===== config.mk =====
export PLATFORM = sky130hd
export DESIGN_NAME = rom_boot_sequencer_flat
export DESIGN_NICKNAME = d
export VERILOG_FILES = /design/src/rtl/rom_boot_sequencer_if.sv /design/src/rtl/rom_boot_sequencer.sv /design/src/flat_wrapper.sv
export SDC_FILE = /design/constraint.sdc
export NUM_CORES = 1
export LEC_CHECK = 0
export ABC_AREA = 1
export CAP_MARGIN = 25
export CORE_MARGIN = 5
export CORE_UTILIZATION = 30
export DETAILED_ROUTE_END_ITERATION = 10
export GPL_TIMING_DRIVEN = 0
export REMOVE_ABC_BUFFERS = 1
export SKIP_CTS_REPAIR_TIMING = 1
export SLEW_MARGIN = 30
export SYNTH_ARGS = -nofsm -noshare
export SYNTH_HDL_FRONTEND = slang
export SYNTH_SLANG_ARGS = --single-unit
export TNS_END_PERCENT = 30

===== constraint.sdc =====
create_clock -name clk -period 2.86 [get_ports clk]
set_clock_uncertainty 0.05 [all_clocks]
set_input_delay 0.286 -clock clk [delete_from_list [all_inputs] [get_ports clk]]
set_output_delay 0.286 -clock clk [all_outputs]
set_load 0.02 [all_outputs]

===== src/rtl/rom_boot_sequencer_if.sv =====
// Boot-source stream plus Hack SoC rom_loader handshake, bundled for rom_boot_sequencer.
// A source word transfers on a clock edge where in_valid && in_ready. A loader word transfers
// when rom_loader_sck rises; rom_loader_ack rises in reply, then falls after sck falls.
interface rom_boot_sequencer_if #(
    parameter int DATA_WIDTH = 16
);
    logic                  in_valid;
    logic [DATA_WIDTH-1:0] in_data;
    logic                  in_ready;
    logic                  rom_loader_load;
    logic                  rom_loader_sck;
    logic [DATA_WIDTH-1:0] rom_loader_data;
    logic                  rom_loader_ack;

    modport master (
        input  in_valid, in_data, rom_loader_ack,
        output in_ready, rom_loader_load, rom_loader_sck, rom_loader_data
    );

    modport slave (
        output in_valid, in_data, rom_loader_ack,
        input  in_ready, rom_loader_load, rom_loader_sck, rom_loader_data
    );
endinterface


===== src/rtl/rom_boot_sequencer.sv =====
// Streams boot words from a valid/ready source into the Hack SoC rom_loader port, holding the
// CPU in reset until the image is written. Define ROM_BOOT_TIMEOUT_EN to enable the ack timeout.
module rom_boot_sequencer #(
    parameter int DATA_WIDTH     = 16,
    parameter int COUNT_WIDTH    = 16,
    parameter int SETUP_CYCLES   = 2,
    parameter int HOLD_CYCLES    = 2,
    parameter int TIMEOUT_CYCLES = 1024
) (
    input  logic                   clk,
    input  logic                   reset_n,
    input  logic                   start,
    input  logic [COUNT_WIDTH-1:0] word_count,
    rom_boot_sequencer_if.master   bus,
    output logic                   hack_external_reset,
    output logic                   busy,
    output logic                   done,
    output logic [COUNT_WIDTH-1:0] words_loaded,
    output logic                   error,
    output logic [3:0]             dbg_state
);

    localparam int CNT_MAX = (SETUP_CYCLES > HOLD_CYCLES) ? SETUP_CYCLES : HOLD_CYCLES;
    localparam int CW      = $clog2(CNT_MAX + 1);
    localparam logic [CW-1:0] SETUP_LAST = CW'(SETUP_CYCLES - 1);
    localparam logic [CW-1:0] HOLD_LAST  = CW'(HOLD_CYCLES - 1);

    typedef enum logic [3:0] {
        S_IDLE   = 4'd0,
        S_SETUP  = 4'd1,
        S_FETCH  = 4'd2,
        S_DSETUP = 4'd3,
        S_SCK_HI = 4'd4,
        S_SCK_LO = 4'd5,
        S_FINISH = 4'd6,
`ifdef ROM_BOOT_TIMEOUT_EN
        S_DONE   = 4'd7,
        S_ERROR  = 4'd8
`else
        S_DONE   = 4'd7
`endif
    } state_t;

    state_t                  state, state_n;
    logic [CW-1:0]           cnt, cnt_n;
    logic [COUNT_WIDTH-1:0]  count_q, count_n;
    logic [COUNT_WIDTH-1:0]  wl_n, wl_inc;
    logic                    in_ready_q, in_ready_n;
    logic                    load_q, load_n;
    logic                    sck_q, sck_n;
    logic [DATA_WIDTH-1:0]   data_q, data_n;
    logic                    hrst_n;
    logic                    busy_n, done_n;
    logic                    launch;

`ifdef ROM_BOOT_TIMEOUT_EN
    localparam int TW = $clog2(TIMEOUT_CYCLES + 1);
    localparam logic [TW-1:0] TMO_LAST = TW'(TIMEOUT_CYCLES - 1);
    logic [TW-1:0] tmo_cnt, tmo_n;
    logic          error_q, error_n;
`endif

    // Saturating increment: words_loaded never passes the latched count.
    assign wl_inc = (words_loaded == count_q) ? words_loaded : words_loaded + COUNT_WIDTH'(1);

    always_comb begin
        state_n    = state;
        cnt_n      = cnt;
        count_n    = count_q;
        wl_n       = words_loaded;
        in_ready_n = in_ready_q;
        load_n     = load_q;
        sck_n      = sck_q;
        data_n     = data_q;
        hrst_n     = hack_external_reset;
        busy_n     = busy;
        done_n     = done;
        launch     = 1'b0;
`ifdef ROM_BOOT_TIMEOUT_EN
        tmo_n      = tmo_cnt;
        error_n    = error_q;
`endif
        case (state)
            S_IDLE: launch = start;
            S_SETUP: begin
                if (cnt == SETUP_LAST) begin
                    cnt_n = '0;
                    if (count_q == '0) begin
                        state_n = S_FINISH;
                    end else begin
                        state_n    = S_FETCH;
                        in_ready_n = 1'b1;
                    end
                end else begin
                    cnt_n = cnt + CW'(1);
                end
            end
            S_FETCH: begin
                if (bus.in_valid) begin
                    data_n     = bus.in_data;
                    in_ready_n = 1'b0;
                    cnt_n      = '0;
                    state_n    = S_DSETUP;
                end
            end
            S_DSETUP: begin
                if (cnt == SETUP_LAST) begin
                    state_n = S_SCK_HI;
                    sck_n   = 1'b1;
`ifdef ROM_BOOT_TIMEOUT_EN
                    tmo_n   = '0;
`endif
                end else begin
                    cnt_n = cnt + CW'(1);
                end
            end
            S_SCK_HI: begin
                if (bus.rom_loader_ack) begin
                    sck_n   = 1'b0;
                    state_n = S_SCK_LO;
`ifdef ROM_BOOT_TIMEOUT_EN
                    tmo_n   = '0;
                end else if (tmo_cnt == TMO_LAST) begin
                    state_n = S_ERROR;
                    sck_n   = 1'b0;
                    load_n  = 1'b0;
                    busy_n  = 1'b0;
                    error_n = 1'b1;
                end else begin
                    tmo_n = tmo_cnt + TW'(1);
`endif
                end
            end
            S_SCK_LO: begin
                if (!bus.rom_loader_ack) begin
                    wl_n = wl_inc;
                    if (wl_inc == count_q) begin
                        state_n = S_FINISH;
                        cnt_n   = '0;
                    end else begin
                        state_n    = S_FETCH;
                        in_ready_n = 1'b1;
                    end
`ifdef ROM_BOOT_TIMEOUT_EN
                end else if (tmo_cnt == TMO_LAST) begin
                    state_n = S_ERROR;
                    load_n  = 1'b0;
                    busy_n  = 1'b0;
                    error_n = 1'b1;
                end else begin
                    tmo_n = tmo_cnt + TW'(1);
`endif
                end
            end
            S_FINISH: begin
                if (cnt == HOLD_LAST) begin
                    state_n = S_DONE;
                    load_n  = 1'b0;
                end else begin
                    cnt_n = cnt + CW'(1);
                end
            end
            S_DONE: begin
                // CPU release lands one cycle after load drops.
                done_n = 1'b1;
                busy_n = 1'b0;
                hrst_n = 1'b0;
                launch = start;
            end
`ifdef ROM_BOOT_TIMEOUT_EN
            S_ERROR: launch = start;
`endif
            default: state_n = S_IDLE;
        endcase

        if (launch) begin
            state_n    = S_SETUP;
            cnt_n      = '0;
            count_n    = word_count;
            wl_n       = '0;
            in_ready_n = 1'b0;
            load_n     = 1'b1;
            sck_n      = 1'b0;
            hrst_n     = 1'b1;
            busy_n     = 1'b1;
            done_n     = 1'b0;
`ifdef ROM_BOOT_TIMEOUT_EN
            error_n    = 1'b0;
`endif
        end
    end

    always_ff @(posedge clk or negedge reset_n) begin
        if (!reset_n) begin
            state               <= S_IDLE;
            cnt                 <= '0;
            count_q             <= '0;
            words_loaded        <= '0;
            in_ready_q          <= 1'b0;
            load_q              <= 1'b0;
            sck_q               <= 1'b0;
            data_q              <= '0;
            hack_external_reset <= 1'b1;
            busy                <= 1'b0;
            done                <= 1'b0;
`ifdef ROM_BOOT_TIMEOUT_EN
            tmo_cnt             <= '0;
            error_q             <= 1'b0;
`endif
        end else begin
            state               <= state_n;
            cnt                 <= cnt_n;
            count_q             <= count_n;
            words_loaded        <= wl_n;
            in_ready_q          <= in_ready_n;
            load_q              <= load_n;
            sck_q               <= sck_n;
            data_q              <= data_n;
            hack_external_reset <= hrst_n;
            busy                <= busy_n;
            done                <= done_n;
`ifdef ROM_BOOT_TIMEOUT_EN
            tmo_cnt             <= tmo_n;
            error_q             <= error_n;
`endif
        end
    end

`ifdef ROM_BOOT_TIMEOUT_EN
    assign error = error_q;
`else
    assign error = 1'b0;
`endif

    assign bus.in_ready        = in_ready_q;
    assign bus.rom_loader_load = load_q;
    assign bus.rom_loader_sck  = sck_q;
    assign bus.rom_loader_data = data_q;
    assign dbg_state           = state;

endmodule


===== src/flat_wrapper.sv =====
// flat-port wrapper written by rule: the top's interface ports become plain ports
module rom_boot_sequencer_flat 
#(
    parameter int DATA_WIDTH     = 16,
    parameter int COUNT_WIDTH    = 16,
    parameter int SETUP_CYCLES   = 2,
    parameter int HOLD_CYCLES    = 2,
    parameter int TIMEOUT_CYCLES = 1024
)
  (clk, reset_n, start, word_count, hack_external_reset, busy, done, words_loaded, error, dbg_state, bus_in_valid, bus_in_data, bus_rom_loader_ack, bus_in_ready, bus_rom_loader_load, bus_rom_loader_sck, bus_rom_loader_data);
  rom_boot_sequencer_if #(.DATA_WIDTH(DATA_WIDTH)) bus_i ();
  input  logic clk;
  input  logic reset_n;
  input  logic start;
  input  logic [COUNT_WIDTH-1:0] word_count;
  output logic hack_external_reset;
  output logic busy;
  output logic done;
  output logic [COUNT_WIDTH-1:0] words_loaded;
  output logic error;
  output logic [3:0] dbg_state;
  input wire logic [$bits(bus_i.in_valid)-1:0] bus_in_valid;
  input wire logic [$bits(bus_i.in_data)-1:0] bus_in_data;
  input wire logic [$bits(bus_i.rom_loader_ack)-1:0] bus_rom_loader_ack;
  output wire logic [$bits(bus_i.in_ready)-1:0] bus_in_ready;
  output wire logic [$bits(bus_i.rom_loader_load)-1:0] bus_rom_loader_load;
  output wire logic [$bits(bus_i.rom_loader_sck)-1:0] bus_rom_loader_sck;
  output wire logic [$bits(bus_i.rom_loader_data)-1:0] bus_rom_loader_data;
  assign bus_i.in_valid = bus_in_valid;
  assign bus_i.in_data = bus_in_data;
  assign bus_i.rom_loader_ack = bus_rom_loader_ack;
  assign bus_in_ready = bus_i.in_ready;
  assign bus_rom_loader_load = bus_i.rom_loader_load;
  assign bus_rom_loader_sck = bus_i.rom_loader_sck;
  assign bus_rom_loader_data = bus_i.rom_loader_data;
  rom_boot_sequencer #(.DATA_WIDTH(DATA_WIDTH), .COUNT_WIDTH(COUNT_WIDTH), .SETUP_CYCLES(SETUP_CYCLES), .HOLD_CYCLES(HOLD_CYCLES), .TIMEOUT_CYCLES(TIMEOUT_CYCLES)) u_core (.clk(clk), .reset_n(reset_n), .start(start), .word_count(word_count), .bus(bus_i), .hack_external_reset(hack_external_reset), .busy(busy), .done(done), .words_loaded(words_loaded), .error(error), .dbg_state(dbg_state));
endmodule

==> impl_metrics.py, run 1 <==
metrics = {
    "logic_synthesis": {
        "synth_cell_types": 27,
        "synth_top_flop_cell": "dfrtp_1",
        "syn_area_sq_um": 3650,
        "yosys_register_bits": 59,
        "yosysSeqAreaShare_pct": 40.4,
        "synth_edf_count": 0,
        "synth_top_area_share_pct": 39.7,
        "synth_warnings": 0,
        "synthTopCellsByArea": "dfrtp_1, nand2_1, nand3_1, inv_1, mux2_2",
        "async_flop_share_pct": 100,
        "synth_largest_area_cell": "dfrtp_1",
        "synth_most_common_cell": "nand2_1",
        "netlist_top_cells_count": "nand2_1, nand3_1, dfrtp_1",
        "synth.avg_cell_area_sq_um": 7.09,
        "postSynthCellCount": 515,
    },
    "place": {
        "portBuffers": 77,
        "dp.cells": 725,
        "place.gp.congestion": 0.881,
        "dp_hpwl_mm": 7.46,
        "dp_worst_setup_slack_ns": -0.301,
    },
    "sta": {
        "final_max_slew_viol_count": 0,
        "setup_viol": 0,
        "hold_viol": 0,
        "rsz0062_at_grt": "true",
        "clock.fmax_mhz": 370,
        "layout_setup_ws_ns": 0.160,
        "post-route-period-util_pct": 94.4,
        "fin_tns_setup_ns": 0,
        "min_period_ns": 2.70,
        "slew_headroom_pct": 54.7,
        "holdWs_ns": 0.344,
        "tightest_slew_ns": 0.677,
    },
    "grt": {
        "antenna_found_initial": 0,
        "grt_first_pass_wirelength_mm": 17.2,
        "grt_overflow": 0,
        "grt_pass1_vias": 3654,
        "grt_start_max_net_pins": 39,
        "grt_util_all_layers_pct": 14.7,
    },
    "critical_path": {
        "crit_buf_inv": 3,
        "cpPeakStageDelay_ns": 0.45,
        "crit_family": "simple AND/OR/NAND/NOR gates",
        "critPathMostFrequentCell": "nand2_1",
        "rr_startpoint": "u_core.words_loaded[10]$_DFFE_PN0P_",
        "crit_required_ns": 3.03,
        "critical_path_arrival_ns": 2.87,
        "slowest_stage": "dfrtp_2",
        "ff2ff_setup_slack_ns": 0.16,
        "critical_path.cell_chain": "inv_2 > nand2_1 > nand2_1 > nor2_1 > nand2_1 > nor2_4 > buf_4 > buf_4 > nand3_1 > nand3_1 > nand2_1 > nor2_1 > nand2_1 > nor2_1 > nand2_1 > nand2_2 > nand2_1 > nand3_1 > nand2_1",
        "path_class": "reg2reg",
        "ff2ff_path_depth": 19,
        "r2r_end": "u_core.cnt[0]$_DFFE_PN0P_",
        "cp-end-kind": "register",
        "cp_max_fo": 7,
        "start_kind": "register",
    },
    "clocking": {
        "clock-sinks": 59,
        "clk_latency_ns": 0.33,
        "cts_buffers": 9,
        "cts_tree": "done",
        "clockRootBuffer": "clkbuf_16",
        "cts_max_level": 3,
        "cts_buffer_depth": 2,
        "cts.clk_slew.worst_paths_ns": 0.05,
    },
    "floorplanning": {
        "ios": 80,
        "dieHeight_um": 120,
        "die_area_sq_um": 14500,
        "die_x_um": 120,
        "core_sq_um": 12000,
        "start_util_pct": 30.5,
        "row_count": 40,
    },
    "route": {
        "dr.pass1.iters": 5,
        "via_count": 3742,
        "viasPerCell": 4.98,
        "ant_nets": 0,
        "wire_per_inst_um": 14.0,
        "drt-total-wl_mm": 10.5,
        "initialDrtViolationCount": 280,
        "drc": 0,
    },
    "min_path": {
        "hp-class": "in2async",
    },
    "job": {
        "max-cap-violations": 0,
    },
    "final_layout": {
        "layout.cells.non_filler": 752,
        "num_antenna_cells": 0,
        "nets": 640,
        "layout-drive-gt1-share_pct": 13.6,
        "layout-area-overhead-vs-synth_pct": 34.5,
    },
    "pwr": {
        "p_leak_nw": 2.23,
        "p_per_area_nw_per_um2": 951,
        "peakVddDrop_mv": 0.630,
        "power_w": 0.00467,
    },
    "status": {
        "outcome": "finished, final reports clean",
    },
}
[through the flow]
step	area [sq um]	util (%)
floorplan	3560	-
global placement	4520	37.8
detailed placement	4540	37.9
CTS	4800	40.1
global route	4910	41.1
finish	4910	41.1
[how the worst max path moves through the flow]
stage                                 to  cells past startpoint                                 from
6_report       u_core.cnt[0]$_DFFE_PN0P_                     19  u_core.words_loaded[10]$_DFFE_PN0P_
3_3_place_gp     u_core.done$_DFFE_PN0P_                      1                              reset_n
5_1_grt        u_core.cnt[1]$_DFFE_PN0P_                     17   u_core.words_loaded[6]$_DFFE_PN0P_
2_1_floorplan  u_core.cnt[0]$_DFFE_PN0P_                     19   u_core.words_loaded[3]$_DFFE_PN0P_
3_5_place_dp   u_core.cnt[0]$_DFFE_PN0P_                     19   u_core.words_loaded[8]$_DFFE_PN0P_
4_1_cts        u_core.cnt[1]$_DFFE_PN0P_                     19   u_core.words_loaded[8]$_DFFE_PN0P_
[worst register-to-register path, delay by kind of cell (launching register included)]
kind / cells / cell delay, ns
buf+inv: 3 / 0.35
simple gates: 16 / 1.72
flops: 1 / 0.45
[logic make-up (layout without fill, tap and decap cells)]
family	Yosys count	after routing	share of synthesized area (%)
XOR/XNOR	13	13	3.12
adder cells (fa/ha/maj)	3	3	1.03
multiplexers	16	16	4.93
AND/OR/NAND/NOR	293	295	33.8
other	1	2	0.103
flip-flops	59	59	40.4
buffers and inverters	81	168	9.25
AO/OA/AOI/OAI	49	49	7.36
[power by group]
group          internal (W)  switching [W]
registers           0.00116       0.000257
clock network      0.000581       0.000383
logic              0.000947        0.00135
total               0.00269        0.00199
[layout by cell type (no fill, tap or decap)]
master / Yosys / final
buf_12: 0 / 1
inv_1: 48 / 48
o21ai_0: 32 / 32
clkinvlp_4: 0 / 2
conb_1: 1 / 2
mux2_2: 16 / 16
nand3_1: 62 / 62
clkdlybuf4s50_1: 0 / 76
clkbuf_16: 0 / 9
dfrtp_2: 0 / 10
a21oi_1: 3 / 3
a221oi_1: 1 / 1
xor2_1: 13 / 13
nor2_1: 46 / 45
o22ai_1: 11 / 11
dfstp_2: 1 / 1
dlygate4sd3_1: 0 / 1
o21a_1: 1 / 1
nand2_8: 0 / 1
a2111oi_1: 0 / 1
clkbuf_1: 6 / 2
ha_1: 3 / 3
nand4_1: 5 / 5
nand2_2: 5 / 5
nor2_2: 3 / 6
dfrtp_1: 58 / 48
inv_2: 17 / 17
buf_4: 6 / 9
clkinv_2: 0 / 3
nand2_1: 165 / 164
nor4_1: 2 / 2
nor2_4: 2 / 2
nor3_1: 3 / 3
[metal layers]
layer  global-route usage [%]  share of wire [%]
met3                     6.08                9.5
met5                        0                  0
met2                     23.8                 46
met1                     17.5                 43
met4                     5.24                1.5
[area by class of cell]
cell class | count | area (sq um)
Fill cell | 1215 | 7050
Multi-Input combinational cell | 378 | 1870
Sequential cell | 59 | 1490
Timing Repair Buffer | 87 | 858
Inverter | 65 | 244
Clock buffer | 11 | 233
Tap cell | 147 | 184
Clock inverter | 5 | 30.0
[flip-flops by register name, indices dropped and copies added, names as in the netlist]
register / flops
u_core.bus.rom_loader_load: 1
u_core.busy: 1
u_core.dbg_state: 3
u_core.hack_external_reset: 1
u_core.count_q: 16
u_core.done: 1
u_core.words_loaded: 16
u_core.bus.rom_loader_data: 16
u_core.bus.rom_loader_sck: 1
u_core.cnt: 2
u_core.bus.in_ready: 1
Note: power is estimated with default switching activity, not from simulation.
==> inputs of run 2 (changes only) <==
ABC_AREA = unset   (was 1)
CORE_MARGIN = unset   (was 5)
MAX_ROUTING_LAYER = met4   (was unset)
==> impl_metrics.py, run 2 <==
metrics = {
    "logic_synthesis": {
        "async_flop_share_pct": 100,
        "yosysSeqAreaShare_pct": 42.1,
        "yosys_register_bits": 59,
        "synth_top_flop_cell": "dfrtp_1",
        "synth_largest_area_cell": "dfrtp_1",
        "synth_warnings": 0,
        "netlist_top_cells_count": "dfrtp_1, mux2_2, nand2_1",
        "synth.avg_cell_area_sq_um": 9.78,
        "postSynthCellCount": 359,
        "synth_top_area_share_pct": 41.4,
        "synthTopCellsByArea": "dfrtp_1, mux2_2, xnor2_1, o21ai_0, nand2_1",
        "syn_area_sq_um": 3510,
        "synth_cell_types": 63,
        "synth_edf_count": 0,
        "synth_most_common_cell": "dfrtp_1",
    },
    "final_layout": {
        "num_antenna_cells": 0,
        "most-common-layout-cells": "clkdlybuf4s50_1, dfrtp_1, mux2_2, nand2_1, o21ai_0",
        "final_common_cell": "clkdlybuf4s50_1",
        "layout-drive-gt1-share_pct": 25.4,
        "layout-area-overhead-vs-synth_pct": 42.1,
        "nets": 492,
    },
    "grt": {
        "antenna_found_initial": 0,
        "grt_pass1_vias": 2906,
        "grt_overflow": 0,
        "globalRouteMet1Util_pct": 20.7,
        "use_met3_pct": 3.82,
        "grt_start_max_net_pins": 31,
        "grt-busiest-layer": "met2",
        "grt_first_pass_wirelength_mm": 14.7,
        "gr-usage-met2_pct": 25.7,
        "grt_util_all_layers_pct": 16.2,
    },
    "clocking": {
        "clockRootBuffer": "clkbuf_16",
        "cts_max_level": 3,
        "cts_buffers": 9,
        "cts_buffer_depth": 2,
        "clk_latency_ns": 0.33,
        "cts.clk_slew.worst_paths_ns": 0.06,
        "clock-sinks": 59,
        "cts_tree": "done",
    },
    "floorplanning": {
        "ios": 80,
        "row_count": 39,
        "dieHeight_um": 110,
        "core_sq_um": 11400,
        "start_util_pct": 30.7,
        "die_x_um": 110,
        "die_area_sq_um": 12100,
    },
    "place": {
        "portBuffers": 77,
        "dp_hpwl_mm": 6.59,
        "place.gp.congestion": 0.902,
    },
    "critical_path": {
        "crit_buf_inv": 2,
        "cp-end-kind": "register",
        "critical_path.cell_chain": "xnor2_2 > nand4_1 > buf_4 > nor4_4 > buf_4 > nor2_1 > o2111ai_1 > nor4_2 > o211ai_2 > o21ai_2 > mux2i_1",
        "crit_required_ns": 3.06,
        "path_class": "reg2reg",
        "start_kind": "register",
        "cp_max_fo": 7,
        "cpPeakStageDelay_ns": 0.48,
        "critPathMostFrequentCell": "buf_4",
        "slowest_stage": "dfrtp_1",
        "critical_path_arrival_ns": 2.97,
        "crit_family": "simple AND/OR/NAND/NOR gates",
    },
    "pwr": {
        "p_per_area_nw_per_um2": 966,
        "p_leak_nw": 1.98,
        "peakVddDrop_mv": 0.490,
    },
    "route": {
        "dr.pass1.iters": 4,
        "drt-total-wl_mm": 9.28,
        "initialDrtViolationCount": 114,
        "viasPerCell": 5.16,
        "via_count": 3097,
        "ant_nets": 0,
        "wire_per_inst_um": 15.5,
        "drc": 0,
    },
    "sta": {
        "rsz0062_at_grt": "true",
        "setup_viol": 0,
        "hold_viol": 0,
        "post-route-period-util_pct": 96.9,
        "fin_tns_setup_ns": 0,
        "min_period_ns": 2.77,
        "final_max_slew_viol_count": 0,
        "tightest_slew_ns": 0.767,
        "slew_headroom_pct": 48.9,
        "holdWs_ns": 0.386,
        "clock.fmax_mhz": 361,
    },
    "min_path": {
        "hp-class": "in2async",
    },
    "status": {
        "outcome": "finished, final reports clean",
    },
    "job": {
        "max-cap-violations": 0,
    },
}
[run 2: cell count changes in the layout (fill, tap and decap cells not counted), sizes merged, moves of 17 or more]
cell	delta
inv	-50
nand3	-49
nor2	-30
nand2	-139
mux2	+17
xnor2	+20
[run 2: kinds of logic after synthesis]
logic type | count (synthesis) | synth area share, %
AND/OR/NAND/NOR | 123 | 18.9
AO/OA/AOI/OAI | 80 | 14.6
flip-flops | 59 | 42.1
multiplexers | 35 | 11.2
buffers and inverters | 31 | 4.46
XOR/XNOR | 27 | 7.59
adder cells (fa/ha/maj) | 3 | 1.07
other | 1 | 0.107
[run 2: worst paths after layout]
| kind | start | to | slack (ns) | depth (start not counted) |
|---|---|---|---|---|
| max | u_core.words_loaded[4]$_DFFE_PN0P_ | u_core.cnt[1]$_DFFE_PN0P_ | 0.09 | 11 |
| min reg2reg | u_core.bus.rom_loader_data[10]$_DFFE_PN0P_ | u_core.bus.rom_loader_data[10]$_DFFE_PN0P_ | 0.46 | 1 |
| min in group clk | u_core.bus.rom_loader_data[10]$_DFFE_PN0P_ | u_core.bus.rom_loader_data[10]$_DFFE_PN0P_ | 0.46 | 1 |
| min | reset_n | u_core.words_loaded[10]$_DFFE_PN0P_ | 0.39 | 2 |
| max in group asynchronous | reset_n | u_core.hack_external_reset$_DFFE_PN1P_ | 1.81 | 3 |
| max reg2reg | u_core.words_loaded[4]$_DFFE_PN0P_ | u_core.cnt[1]$_DFFE_PN0P_ | 0.09 | 11 |
[run 2: area by class of cell]
class / instances / area (sq um)
clock buffers: 9 / 225
clock inverters: 7 / 82.6
fillers: 1135 / 6430
inverters: 10 / 37.5
multi-input cells: 271 / 2010
flip-flops and latches: 59 / 1490
well taps: 143 / 179
repair buffers: 101 / 960
[run 2: stage by stage]
| step | utilization [%] | total power, W | instances | worst slack (ns) | area [sq um] |
|---|---|---|---|---|---|
| floorplan | - | 0.00279 | 339 | 0.0370 | 3390 |
| global placement | 38.0 | 0.00349 | 559 | -0.579 | 4340 |
| detailed placement | 38.5 | 0.00356 | 564 | -0.376 | 4390 |
| CTS | 41.2 | 0.00470 | 580 | -0.415 | 4700 |
| global route | 43.7 | 0.00512 | 600 | -0.0716 | 4990 |
| finish | 43.7 | 0.00482 | 600 | 0.0876 | 4990 |
[run 2: per-layer routing]
metal,part of all wire (%),routed length [um]
met3,6.4,590
met1,44,4100
met2,48,4490
met4,1.1,99
met5,0,0
[run 2: report_power, final]
part           switching (W)  total, W  internal [W]
Clock               0.000425   0.00112      0.000691
Combinational       0.000982   0.00211       0.00112
Sequential          0.000437   0.00160       0.00116
==> inputs of run 3 (changes only) <==
GPL_TIMING_DRIVEN = unset   (was 0)
==> impl_metrics.py, run 3 (same netlist as run 2, synthesis figures left out) <==
metrics = {
    "pwr": {
        "p_per_area_nw_per_um2": 956,
        "p_leak_nw": 2.09,
        "peakVddDrop_mv": 0.456,
    },
    "critical_path": {
        "start_kind": "register",
        "cp_max_fo": 5,
        "crit_required_ns": 3.06,
        "crit_family": "simple AND/OR/NAND/NOR gates",
        "cpPeakStageDelay_ns": 0.62,
        "rr_startpoint": "u_core.words_loaded[6]$_DFFE_PN0P_",
        "crit_buf_inv": 0,
        "cp-startpoint": "u_core.words_loaded[6]$_DFFE_PN0P_",
        "path_class": "reg2reg",
        "critical_path_arrival_ns": 3.01,
        "critical_path.cell_chain": "xnor2_2 > nand4_1 > or4_4 > nand3b_1 > xor2_1 > a2111oi_4 > o211ai_2 > o21ai_2 > mux2i_1",
        "cp-end-kind": "register",
        "slowest_stage": "or4_4",
    },
    "clocking": {
        "cts_buffer_depth": 2,
        "cts_tree": "done",
        "cts_buffers": 9,
        "cts_max_level": 3,
        "clk_latency_ns": 0.33,
        "clockRootBuffer": "clkbuf_16",
        "clock-sinks": 59,
        "cts.clk_slew.worst_paths_ns": 0.06,
    },
    "floorplanning": {
        "dieHeight_um": 110,
        "core_sq_um": 11400,
        "die_x_um": 110,
        "die_area_sq_um": 12100,
        "row_count": 39,
        "start_util_pct": 30.7,
        "ios": 80,
    },
    "job": {
        "max-cap-violations": 0,
    },
    "route": {
        "ant_nets": 0,
        "viasPerCell": 5.07,
        "wire_per_inst_um": 16.2,
        "drt-total-wl_mm": 10.1,
        "dr.pass1.iters": 4,
        "initialDrtViolationCount": 113,
        "drc": 0,
        "via_count": 3166,
    },
    "place": {
        "portBuffers": 77,
        "place.gp.congestion": 0.913,
        "dp_hpwl_mm": 7.53,
        "placed_cell_area_sq_um": 4650,
    },
    "grt": {
        "antenna_found_initial": 0,
        "grt_first_pass_wirelength_mm": 16.0,
        "grt-busiest-layer": "met2",
        "grt_start_max_net_pins": 27,
        "grt_util_all_layers_pct": 18.1,
        "use_met3_pct": 3.88,
        "gr-usage-met2_pct": 28.9,
        "grt_pass1_vias": 3082,
        "grt_overflow": 0,
        "globalRouteMet1Util_pct": 23.0,
    },
    "sta": {
        "tightest_slew_ns": 0.637,
        "rsz0062_at_grt": "true",
        "final_max_slew_viol_count": 0,
        "hold_viol": 0,
        "clock.fmax_mhz": 356,
        "slew_headroom_pct": 57.5,
        "post-route-period-util_pct": 98.3,
        "setup_viol": 0,
        "holdWs_ns": 0.452,
        "min_period_ns": 2.81,
    },
    "min_path": {
        "min_from": "u_core.bus.rom_loader_data[15]$_DFFE_PN0P_",
        "hp-class": "reg2reg",
    },
    "final_layout": {
        "final_common_cell": "clkdlybuf4s50_1",
        "nets": 516,
        "layout-drive-gt1-share_pct": 26.2,
        "fin_area_sq_um": 5080,
        "most-common-layout-cells": "clkdlybuf4s50_1, dfrtp_1, buf_4, mux2_2, nand2_1",
        "num_antenna_cells": 0,
        "layout-area-overhead-vs-synth_pct": 44.6,
        "n_fill_cell": 1172,
    },
    "status": {
        "outcome": "finished, final reports clean",
    },
}
run 3: cell types whose count changed in the layout (fill, tap and decap cells not counted), moves of 4 or more:
cell / before / now
buf_4: 19 / 47
inv_6: 5 / 1
dfrtp_2: 12 / 3
dfrtp_1: 46 / 55
run 3: metal layers:
metal | vias up | wire length, um
met5 | - | 0
met4 | 0 | 155
met3 | 14 | 416
met2 | 69 | 4930
met1 | 1550 | 4630
li1 | 1533 | -
run 3: path summary, 6_finish.rpt:
path                                                         endpoint  slack, ns  depth (start not counted)
max in group asynchronous               u_core.count_q[4]$_DFFE_PN0P_       1.58                          3
min                        u_core.bus.rom_loader_data[15]$_DFFE_PN0P_       0.45                          1
min in group asynchronous         u_core.words_loaded[10]$_DFFE_PN0P_       0.47                          2
max                                         u_core.cnt[1]$_DFFE_PN0P_       0.05                          9
max reg2reg                                 u_core.cnt[1]$_DFFE_PN0P_       0.05                          9
min reg2reg                u_core.bus.rom_loader_data[15]$_DFFE_PN0P_       0.45                          1
run 3: final cells by class:
class,instances,area [sq um],area share (%)
clock buffer,11,233,4.58
clock inverter,5,38.8,0.764
inverter,10,37.5,0.739
multi-input combinational,271,1980,39.0
sequential,59,1480,29.2
tap,143,179,3.52
timing repair buffer,125,1130,22.2
run 3: power by group:
group	internal, W	switching, W	total (W)	leakage, nW
Clock	0.000591	0.000411	0.00100	0.130
Sequential	0.00116	0.000306	0.00146	0.728
Combinational	0.00122	0.00117	0.00239	1.23
Total	0.00297	0.00188	0.00485	2.09
run 3: through the flow:
step	setup WS, ns	power (W)	TNS, ns	cells	utilization [%]
final	0.0483	0.00485	0	624	44.5
after global placement	0.100	0.00369	0	601	40.8
after detailed placement	0.0135	0.00373	0	601	40.8
after floorplan	0.0370	0.00279	0	339	-
after CTS	0.0169	0.00476	0	617	43.1
after global routing	-0.0496	0.00516	-0.0745	624	44.5
run 3: worst reg2reg max path, cell delays in order (launching register included):
cell,delay [ns]
dfrtp_1,0.42
xnor2_2,0.24
nand4_1,0.24
or4_4,0.62
nand3b_1,0.15
xor2_1,0.11
a2111oi_4,0.32
o211ai_2,0.22
o21ai_2,0.17
mux2i_1,0.19
